==> src/rtl/cpu_pkg.sv <==
// Shared CPU definitions: load-size encodings, datapath widths and the
// MEM/WB control bundle.
package cpu_pkg;

  localparam int unsigned XLEN  = 32;
  localparam int unsigned RBITS = 5;

  localparam logic [1:0] LD_B = 2'b00;
  localparam logic [1:0] LD_H = 2'b01;
  localparam logic [1:0] LD_W = 2'b10;

  typedef struct packed {
    logic       RegWrite;
    logic       MemToReg;
    logic [1:0] ld_size;
    logic       ld_unsigned;
  } mem_wb_ctrl_t;

endpackage

==> src/rtl/mem_wb_stage_load_align.sv <==
// Combinational load formatter: picks the addressed little-endian lane,
// extends it, and flags misaligned half/word accesses.
module load_align
  import cpu_pkg::*;
#(
  parameter int unsigned W = cpu_pkg::XLEN
) (
  input  logic [W-1:0] mem_data,
  input  logic [1:0]   addr,
  input  logic [1:0]   size,
  input  logic         is_unsigned,
  output logic [W-1:0] data,
  output logic         misalign
);

  logic [W-1:0] shifted;
  logic [7:0]   byte_val;
  logic [15:0]  half_val;

  assign shifted = mem_data >> {addr, 3'b000};

  // Lane selection and extension; reserved size 11 behaves as a word.
  always_comb begin
    byte_val = shifted[7:0];
    half_val = 16'h0000;
    data     = mem_data;
    misalign = 1'b0;
    if (addr[1]) begin
      half_val = mem_data[31:16];
    end else begin
      half_val = mem_data[15:0];
    end
    case (size)
      LD_B: begin
        if (is_unsigned) begin
          data = {{(W-8){1'b0}}, byte_val};
        end else begin
          data = {{(W-8){byte_val[7]}}, byte_val};
        end
        misalign = 1'b0;
      end
      LD_H: begin
        if (is_unsigned) begin
          data = {{(W-16){1'b0}}, half_val};
        end else begin
          data = {{(W-16){half_val[15]}}, half_val};
        end
        misalign = addr[0];
      end
      default: begin
        data     = mem_data;
        misalign = (addr != 2'b00);
      end
    endcase
  end

endmodule

==> src/rtl/mem_wb_stage.sv <==
// MEM/WB pipeline register: formats loads, selects the write-back value and
// counts retired instructions. All outputs are registered.
module mem_wb_stage
  import cpu_pkg::*;
#(
  parameter int unsigned XLEN  = cpu_pkg::XLEN,
  parameter int unsigned RBITS = cpu_pkg::RBITS
) (
  input  logic             clk,
  input  logic             reset,
  input  logic [XLEN-1:0]  memOut,
  input  logic [XLEN-1:0]  exeOut,
  input  logic [RBITS-1:0] rd_in,
  input  logic             valid_in,
  input  logic             RegWrite_in,
  input  logic             MemToReg_in,
  input  logic [1:0]       ld_size,
  input  logic             ld_unsigned,
  input  logic             stall,
  input  logic             flush,
  output logic [XLEN-1:0]  wb_data,
  output logic [RBITS-1:0] wb_rd,
  output logic             wb_RegWrite,
  output logic             wb_valid,
  output logic             wb_misalign,
  output logic [31:0]      wb_count
);

  mem_wb_ctrl_t    ctrl;
  logic [XLEN-1:0] aligned;
  logic            lane_misalign;
  logic            misalign;
  logic [XLEN-1:0] next_data;
  logic            next_we;

  assign ctrl = '{RegWrite: RegWrite_in, MemToReg: MemToReg_in,
                  ld_size: ld_size, ld_unsigned: ld_unsigned};

  load_align #(.W(XLEN)) u_align (
    .mem_data    (memOut),
    .addr        (exeOut[1:0]),
    .size        (ctrl.ld_size),
    .is_unsigned (ctrl.ld_unsigned),
    .data        (aligned),
    .misalign    (lane_misalign)
  );

  // Next-state values; a misaligned load keeps the raw memory word.
  always_comb begin
    misalign = ctrl.MemToReg & lane_misalign;
    if (!ctrl.MemToReg) begin
      next_data = exeOut;
    end else if (misalign) begin
      next_data = memOut;
    end else begin
      next_data = aligned;
    end
    next_we = valid_in & ctrl.RegWrite & (rd_in != {RBITS{1'b0}}) & ~misalign;
  end

  // Pipeline register update: reset > flush > stall > capture.
  always_ff @(posedge clk) begin
    if (reset) begin
      wb_data     <= {XLEN{1'b0}};
      wb_rd       <= {RBITS{1'b0}};
      wb_RegWrite <= 1'b0;
      wb_valid    <= 1'b0;
      wb_misalign <= 1'b0;
      wb_count    <= 32'd0;
    end else if (flush) begin
      wb_data     <= {XLEN{1'b0}};
      wb_rd       <= {RBITS{1'b0}};
      wb_RegWrite <= 1'b0;
      wb_valid    <= 1'b0;
      wb_misalign <= 1'b0;
    end else if (stall) begin
      wb_data     <= wb_data;
      wb_rd       <= wb_rd;
      wb_RegWrite <= wb_RegWrite;
      wb_valid    <= wb_valid;
      wb_misalign <= wb_misalign;
    end else begin
      wb_data     <= next_data;
      wb_rd       <= rd_in;
      wb_RegWrite <= next_we;
      wb_valid    <= valid_in;
      wb_misalign <= valid_in & misalign;
      if (valid_in && !misalign) begin
        wb_count <= wb_count + 32'd1;
      end else begin
        wb_count <= wb_count;
      end
    end
  end

endmodule

==> config.mk <==
export PLATFORM = sky130hd
export DESIGN_NAME = mem_wb_stage
export DESIGN_NICKNAME = d
export VERILOG_FILES = /design/src/rtl/cpu_pkg.sv /design/src/rtl/mem_wb_stage_load_align.sv /design/src/rtl/mem_wb_stage.sv
export SDC_FILE = /design/constraint.sdc
export NUM_CORES = 1
export LEC_CHECK = 0
export BUFFER_PORTS_ARGS = -buffer_cell sky130_fd_sc_hd__buf_2
export CORE_MARGIN = 2
export CORE_UTILIZATION = 48
export CTS_CLUSTER_DIAMETER = 150
export DETAILED_ROUTE_END_ITERATION = 7
export HOLD_SLACK_MARGIN = 0.02
export PLACE_DENSITY = 0.8
export SLEW_MARGIN = 20
export SYNTH_ARGS = -nofsm -noshare
export SYNTH_HDL_FRONTEND = slang
export SYNTH_SLANG_ARGS = --single-unit
==> constraint.sdc <==
create_clock -name clk -period 2.9 [get_ports clk]
set_input_delay 0.58 -clock clk [delete_from_list [all_inputs] [get_ports clk]]
set_output_delay 0.58 -clock clk [all_outputs]
set_load 0.1 [all_outputs]
== After elaboration in Yosys (flattened, before gate mapping) ==
Index checks and enable logic that the tools add are counted.
Widths: inputs -> output; s select.
Cells by class
  add/sub/neg operators: 1
  multipliers: 0
  divide/modulo/power cells: 0
  magnitude comparators: 0
  equality and inequality tests: 1
  shifts and indexed selects: 1
  mux-type cells: 7
  bitwise operators: 8
  reductions and logical operators: 7
Operators with widths (number)
  $mux 32: 4
  $pmux 32 s2: 1
  $add 32x1->32 const B: 1
  $shr 32x5->8: 1
  $mux 16: 1
  $and 1x1->1: 5
  $reduce_bool 5->1: 1
  $not 1->1: 3
  $reduce_and 3->1: 1
  $eq 2x1->1 const B: 1
  $logic_not 2->1: 1
  $pmux 1 s2: 1
  $reduce_bool 2->1: 1
  $reduce_or 2->1: 1
  $logic_and 1x1->1: 1
  $logic_not 1->1: 1
Word-level totals
  flip-flop bits (word level): 72
  latch bits: 0
  bits in writable memories: 0
  memory bits (read-only): 0
  input port bits: 79
  output and inout bits: 72
  word-level logic and storage cells: 31
  memories: 0

== Longest topological paths before layout ==
Gate-level depths: netlist of run 1.
  depth after elaboration: 6
  gate-level depth with buffers: 8
  depth with buffers taken out: 5

== Modules after synthesis ==
A second synthesis of run 1 with hierarchy kept.
Second synthesis, totals
  cells, all modules: 545
  area total of the unflattened synthesis: 4419.2 µm²
By module, submodules not included
  mem_wb_stage: times used 1, cells each 446, area each 3708.6 µm²
  load_align: times used 1, cells each 99, area each 710.7 µm²

== Least setup slack after synthesis of run 1 ==
No wires, ideal clock.
  kind: register to register
  start point: register wb_count[3]
  end point: register wb_count[27]
  library setup time: 0.071 ns
  data arrival time: 2.690 ns
  required time: 2.829 ns
  path slack: 0.139 ns
  stages on the path, launching flop included: 8
  buffers on the path: 2
  clock period less this slack: 2.761 ns
  cell sequence: dfxtp_1 -> and4_1 -> buf_2 -> nand4_1 -> or3_1 -> buf_2 -> or4_1 -> a21oi_1
Between the ends
  longest elaborated chain between the ends: 1
Ends and longest elaborated chain
  start: declaration: RTL line mem_wb_stage.sv:26  | output logic [31:0] wb_count
  start signal: assignment: RTL line mem_wb_stage.sv:89  | wb_count <= wb_count + 32'd1;
  start signal: assignment: RTL line mem_wb_stage.sv:91  | wb_count <= wb_count;
  $add 32x1->32: RTL line mem_wb_stage.sv:89
Every way passes these cells.
A chain may end at the register's enable or synchronous reset.

== Worst setup path in the final report of run 1 ==
  start point: register wb_count[4]
  end point: register wb_count[29]
Same word-level chain as after synthesis.

==> impl_metrics.env, run 1 <==
export IMPL_status="completed"
export IMPL_hp_class="register to register"
export IMPL_drive_above_1_share_pct=32.03
export IMPL_clock_path_buffers=2
export IMPL_viasPerCell=5.597
export IMPL_reg2reg_depth=6
export IMPL_final_hold_viol_count=0
export IMPL_fin_hold_ws_ns=0.4451
export IMPL_power_density_nw_per_um2=480.5
export IMPL_clk_pin_slew_ns=0.07
export IMPL_placed_cells=673
export IMPL_yosys_warnings=0
export IMPL_seq_area_frac_synth_pct=39.77
export IMPL_cp_required_ns=3.17
export IMPL_placementRows=31
export IMPL_fin_crit_ns=2.332
export IMPL_avgSynthCellArea_um2=8.145
export IMPL_clk_insertion_delay_late_ns=0.34
export IMPL_path_delay_family="simple AND/OR/NAND/NOR gates"
export IMPL_die_x_um=90.90
export IMPL_cts_root_buf="clkbuf_8"
export IMPL_peakVddDrop_mv=0.3080
export IMPL_setup_violations=0
export IMPL_final_common_cell="buf_2"
export IMPL_combPwrFrac_pct=18.5
export IMPL_leakagePower_nw=2.146
export IMPL_hold_end="wb_data[16]$_SDFFE_PP0N_"
export IMPL_yosysUniqueCellTypes=45
export IMPL_switching_share_pct=30.01
export IMPL_relSlewSlack_pct=43.21
export IMPL_hpwl_um=7786
export IMPL_stdcell_count=689
export IMPL_postCtsSetupRepairBufs=0
export IMPL_syn_area_um2=3625
export IMPL_io_pins=151
export IMPL_fmax_mhz=428.8
export IMPL_worst_path_buf_inv=1
export IMPL_io_buffers=150
export IMPL_dr_total_vias=3856
export IMPL_grt_ovfl_total=0
export IMPL_grt_pass1_wl_um=16550
export IMPL_tightest_slew_ns=0.8454
export IMPL_hold_start="wb_data[16]$_SDFFE_PP0N_"
export IMPL_crit_type="register to register"
export IMPL_grt_total_usage_pct=24.58
export IMPL_n_antenna_cell=0
export IMPL_rrSetupSlack_ns=0.57
export IMPL_layout_common_cells="150 x buf_2, 72 x dfxtp_1, 43 x o21ai_0"
export IMPL_cts_repair_resized=0
export IMPL_worst_ep_arrival_time_ns=2.60
export IMPL_cts_num_sinks=72
export IMPL_fill_cells=681
export IMPL_gp_congestion=0.9589
export IMPL_initial_utilization_pct=49.71
export IMPL_synth_ff_type="dfxtp_1"
export IMPL_grt_max_degree=35
export IMPL_cts_buffers_inserted=9
export IMPL_wirelength_um=10400
export IMPL_maxCapViolCount=0
export IMPL_critPathCaptureType="register"
export IMPL_synth_edf_count=0
export IMPL_cts_tree="yes"
export IMPL_p_int_mw=1.564
export IMPL_synth_cells=445
export IMPL_num_nets_final=665
export IMPL_wl_per_cell_um=15.09
export IMPL_utilization_pct=63.80
export IMPL_dr_first_iter_drc_count=262
export IMPL_crit_path_start_kind="register"
export IMPL_path_cells="and4_1 > nand4_1 > buf_4 > or3_1 > or4_1 > a21oi_1"
export IMPL_worstReg2RegStart="wb_count[4]$_SDFFE_PP0P_"
export IMPL_p_switching_mw=0.6707
export IMPL_die_y_um=90.90
export IMPL_worstPathMaxFanout=11
export IMPL_coreArea_um2=7292
export IMPL_dr_pass1_iters=5
export IMPL_ctsHoldBuffers=0
export IMPL_fin_total_pwr_mw=2.235
export IMPL_pwr_share_clk_pct=35.8
export IMPL_hold_depth=1
export IMPL_cp_slowest_cell="or4_1"
export IMPL_synth_seq_cells=72
export IMPL_async_flop_share_pct=0
export IMPL_worstSetupPathDepth=6
export IMPL_min_period_over_period_pct=80.41
export IMPL_area_delta_synth_final_pct=28.34
export IMPL_final_setup_tns_ns=0
export IMPL_seq_power_share_pct=45.7
export IMPL_drc=0
export IMPL_max_stage_delay_ns=0.51
export IMPL_rsz0062_at_grt="false"
export IMPL_antenna_found_initial=0
export IMPL_r2r_end="wb_count[29]$_SDFFE_PP0P_"
export IMPL_htreeDepth=3
export IMPL_die_area_um2=8263
export IMPL_ant_nets=0
export IMPL_drv_slew=0
export IMPL_grt_pass1_vias=3369
export IMPL_syn_nets=525
export IMPL_clock_skew_ns=0.007281
==> sequential cells by signal, summed over array words and instances, names as in the netlist <==
signal,count
wb_RegWrite,1
wb_count,32
wb_data,32
wb_misalign,1
wb_rd,5
wb_valid,1
==> cells by family (layout without fill, tap and decap cells) <==
logic type      Yosys count  count (layout)  synth area share [%]
simple gates            157             157                 21.44
compound gates          132             132                 22.92
flops                    72              72                 39.77
buf+inv                  43             188                 4.798
xor+xnor                 24              24                 5.799
mux                      16              16                 4.936
fa+ha+maj                 1               1                0.3451
==> per-stage QoR <==
| stage | area [µm²] | worst slack (ns) |
|---|---|---|
| 5_1_grt | 4652 | 0.4548 |
| 4_1_cts | 4652 | 0.5584 |
| 6_report | 4652 | 0.5680 |
| 3_3_place_gp | 4453 | 0.4643 |
| 2_1_floorplan | 3625 | 0.1394 |
| 3_5_place_dp | 4453 | 0.4150 |
==> power groups by stage <==
stage	sequential, mW	combinational, mW	clock [mW]
global route	1.02	0.439	0.857
floorplan	1.20	0.137	0
finish	1.02	0.414	0.801
detailed placement	1.04	0.410	0
global placement	1.04	0.407	0
CTS	1.02	0.411	0.820
==> metal layers <==
layer | global-route usage [%] | vias to the layer above | part of all wire, % | wire (µm)
li1 | - | 1886 | - | -
met5 | 0 | - | 0 | 0
met2 | 37.31 | 179 | 46 | 4776
met3 | 5.927 | 15 | 8.3 | 865
met4 | 7.576 | 0 | 1.7 | 176
met1 | 34.63 | 1776 | 44 | 4579
==> synthesized netlist by cell type (all sizes together) (4+ instances only) <==
| library cell | instances | area, µm² |
|---|---|---|
| dfxtp | 72 | 1441 |
| o21ai | 44 | 220.2 |
| nand2 | 42 | 157.7 |
| nor2 | 38 | 142.6 |
| a21oi | 34 | 170.2 |
| clkbuf | 24 | 90.09 |
| xnor2 | 23 | 201.4 |
| nand3 | 19 | 95.09 |
| a21o | 18 | 135.1 |
| nor3 | 14 | 70.07 |
| nor4 | 12 | 75.07 |
| inv | 10 | 37.54 |
| mux2i | 10 | 100.1 |
| buf | 9 | 46.29 |
| o31ai | 9 | 67.56 |
| nand4 | 6 | 37.54 |
| or3 | 6 | 37.54 |
| a221o | 5 | 50.05 |
| mux2 | 5 | 56.30 |
| or4 | 5 | 37.54 |
| a221oi | 4 | 35.03 |
| a22oi | 4 | 30.03 |
| o211ai | 4 | 43.79 |
==> how the worst max path moves through the flow <==
stage | slack, ns | startpoint | to
floorplan | 0.14 | wb_count[3]$_SDFFE_PP0P_ | wb_count[27]$_SDFFE_PP0P_
global placement | 0.46 | exeOut[1] | wb_count[27]$_SDFFE_PP0P_
detailed placement | 0.42 | exeOut[1] | wb_count[29]$_SDFFE_PP0P_
CTS | 0.56 | wb_count[4]$_SDFFE_PP0P_ | wb_count[29]$_SDFFE_PP0P_
global route | 0.45 | wb_count[3]$_SDFFE_PP0P_ | wb_count[27]$_SDFFE_PP0P_
finish | 0.57 | wb_count[4]$_SDFFE_PP0P_ | wb_count[29]$_SDFFE_PP0P_
==> layout make-up <==
type | count | area (µm²) | area share (%)
Multi-Input combinational cell | 330 | 2009 | 43.20
Sequential cell | 72 | 1441 | 30.98
Timing Repair Buffer | 162 | 840.8 | 18.07
Clock buffer | 13 | 158.9 | 3.416
Tap cell | 99 | 123.9 | 2.663
Clock inverter | 3 | 40.04 | 0.8607
Inverter | 10 | 37.54 | 0.8069
Note: power is estimated with default switching activity, not from simulation.
==> inputs of run 2 (changes only) <==
- CORE_UTILIZATION: 48 -> 44
- PLACE_DENSITY: 0.8 -> 0.77
- clock period: 2.9 -> 2 ns (I/O delays scaled with it)
==> impl_metrics.env, run 2 (synthesis results as in run 1) <==
export IMPL_status="completed"
export IMPL_io_pins=151
export IMPL_fmax_mhz=518.9
export IMPL_cts_buffers_inserted=9
export IMPL_fin_crit_ns=1.927
export IMPL_coreArea_um2=8093
export IMPL_clk_pin_slew_ns=0.08
export IMPL_ant_nets=0
export IMPL_wl_per_cell_um=15.70
export IMPL_grt_total_usage_pct=24.38
export IMPL_max_stage_delay_ns=0.52
export IMPL_grt_pass1_wl_um=17260
export IMPL_wirelength_um=11210
export IMPL_die_x_um=94.77
export IMPL_setup_violations=0
export IMPL_cts_num_sinks=72
export IMPL_worst_ep_arrival_time_ns=2.20
export IMPL_hpwl_um=8267
export IMPL_io_buffers=150
export IMPL_stdcell_area_um2=4897
export IMPL_layout_common_cells="150 x buf_2, 43 x o21ai_0, 42 x nand2_1, 42 x dfxtp_1, 38 x nor2_1"
export IMPL_initial_utilization_pct=44.79
export IMPL_hp_class="primary input to register"
export IMPL_drc=0
export IMPL_power_density_nw_per_um2=643.1
export IMPL_crit_type="register to register"
export IMPL_pre_cts_slack_ns=-0.1016
export IMPL_area_delta_synth_final_pct=35.11
export IMPL_postCtsSetupRepairBufs=0
export IMPL_maxCapViolCount=0
export IMPL_cts_repair_resized=0
export IMPL_hold_start="exeOut[11]"
export IMPL_htreeDepth=3
export IMPL_die_y_um=94.77
export IMPL_placed_cell_area_um2=4713
export IMPL_crit_path_start_kind="register"
export IMPL_clock_skew_ns=0.01400
export IMPL_fin_total_pwr_mw=3.149
export IMPL_clock_path_buffers=2
export IMPL_cp_slowest_cell="or4_1"
export IMPL_final_hold_viol_count=0
export IMPL_multi_input_area_um2=2017
export IMPL_tightest_slew_ns=0.4729
export IMPL_worstReg2RegStart="wb_count[10]$_SDFFE_PP0P_"
export IMPL_die_area_um2=8980
export IMPL_clk_insertion_delay_late_ns=0.35
export IMPL_relSlewSlack_pct=67.66
export IMPL_n_antenna_cell=0
export IMPL_grt_pass1_vias=3500
export IMPL_cp_required_ns=2.28
export IMPL_ctsHoldBuffers=0
export IMPL_min_period_over_period_pct=96.36
export IMPL_dr_total_vias=3985
export IMPL_critPathCaptureType="register"
export IMPL_worstPathMaxFanout=4
export IMPL_cts_tree="yes"
export IMPL_worst_slack_ns=0.07285
export IMPL_final_common_cell="buf_2"
export IMPL_dr_pass1_iters=5
export IMPL_grt_max_degree=34
export IMPL_dr_first_iter_drc_count=299
export IMPL_reg_top3="wb_count x32, wb_data x32, wb_rd x5"
export IMPL_seq_area_um2=1526
export IMPL_stdcell_count=714
export IMPL_gp_congestion=0.9638
export IMPL_viasPerCell=5.581
export IMPL_num_nets_final=684
export IMPL_leakagePower_nw=2.257
export IMPL_grt_ovfl_total=0
export IMPL_path_cells="and4_4 > nand4_1 > or3_1 > or4_1 > a21oi_1"
export IMPL_antenna_found_initial=0
export IMPL_fin_hold_ws_ns=0.2701
export IMPL_peakVddDrop_mv=0.3163
export IMPL_placed_cells=698
export IMPL_drv_slew=0
export IMPL_placementRows=33
export IMPL_setup_worst_path_start="wb_count[10]$_SDFFE_PP0P_"
export IMPL_drive_above_1_share_pct=39.41
export IMPL_cts_root_buf="clkbuf_8"
export IMPL_fill_cells=742
-- run 2: cell types whose count changed in the layout (fill, tap and decap cells not counted), sizes merged --
cell      change
clkinvlp      +1
bufinv        -1
buf          +19
-- run 2: critical path: cells and delay by family (launching register included) --
| family | cells | cell delay [ns] |
|---|---|---|
| AOI/OAI and AO/OA | 1 | 0.14 |
| DFF | 1 | 0.37 |
| and+or+nand+nor | 4 | 1.34 |
-- run 2: area by class of cell --
type                            count  area share (%)
Multi-Input combinational cell    330           41.19
Sequential cell                    72           31.17
Timing Repair Buffer              181           20.59
Clock buffer                       13           3.245
Tap cell                          105           2.683
Inverter                           10          0.7665
Clock inverter                      3          0.3577
-- run 2: per-stage QoR --
| stage | util [%] | TNS (ns) |
|---|---|---|
| after floorplan | - | -0.3574 |
| after global placement | 58.24 | -0.07558 |
| after detailed placement | 58.24 | -0.6718 |
| after CTS | 60.42 | 0 |
| after global routing | 60.51 | -0.008723 |
| final | 60.51 | 0 |
-- run 2: power breakdown --
group	internal (mW)	total [mW]	switching, mW
logic	0.188	0.634	0.446
clock network	0.515	1.06	0.544
registers	1.44	1.46	0.0168
total	2.14	3.15	1.01
-- run 2: final timing paths --
| kind | to | slack [ns] | depth (start not counted) |
|---|---|---|---|
| setup reg to reg | wb_count[28]$_SDFFE_PP0P_ | 0.07 | 5 |
| hold / removal | wb_data[11]$_SDFFE_PP0N_ | 0.27 | 3 |
| setup / recovery | wb_count[28]$_SDFFE_PP0P_ | 0.07 | 5 |
| hold reg to reg | wb_data[22]$_SDFFE_PP0N_ | 0.45 | 1 |
-- run 2: layer usage --
layer | GRT usage (%) | share of wire (%) | up-vias | routed length, µm
met3 | 5.108 | 8.9 | 19 | 1000
li1 | - | - | 1926 | -
met1 | 32.05 | 40 | 1846 | 4526
met4 | 8.696 | 2.0 | 0 | 221
met2 | 39.54 | 49 | 194 | 5461
met5 | 0 | 0 | - | 0
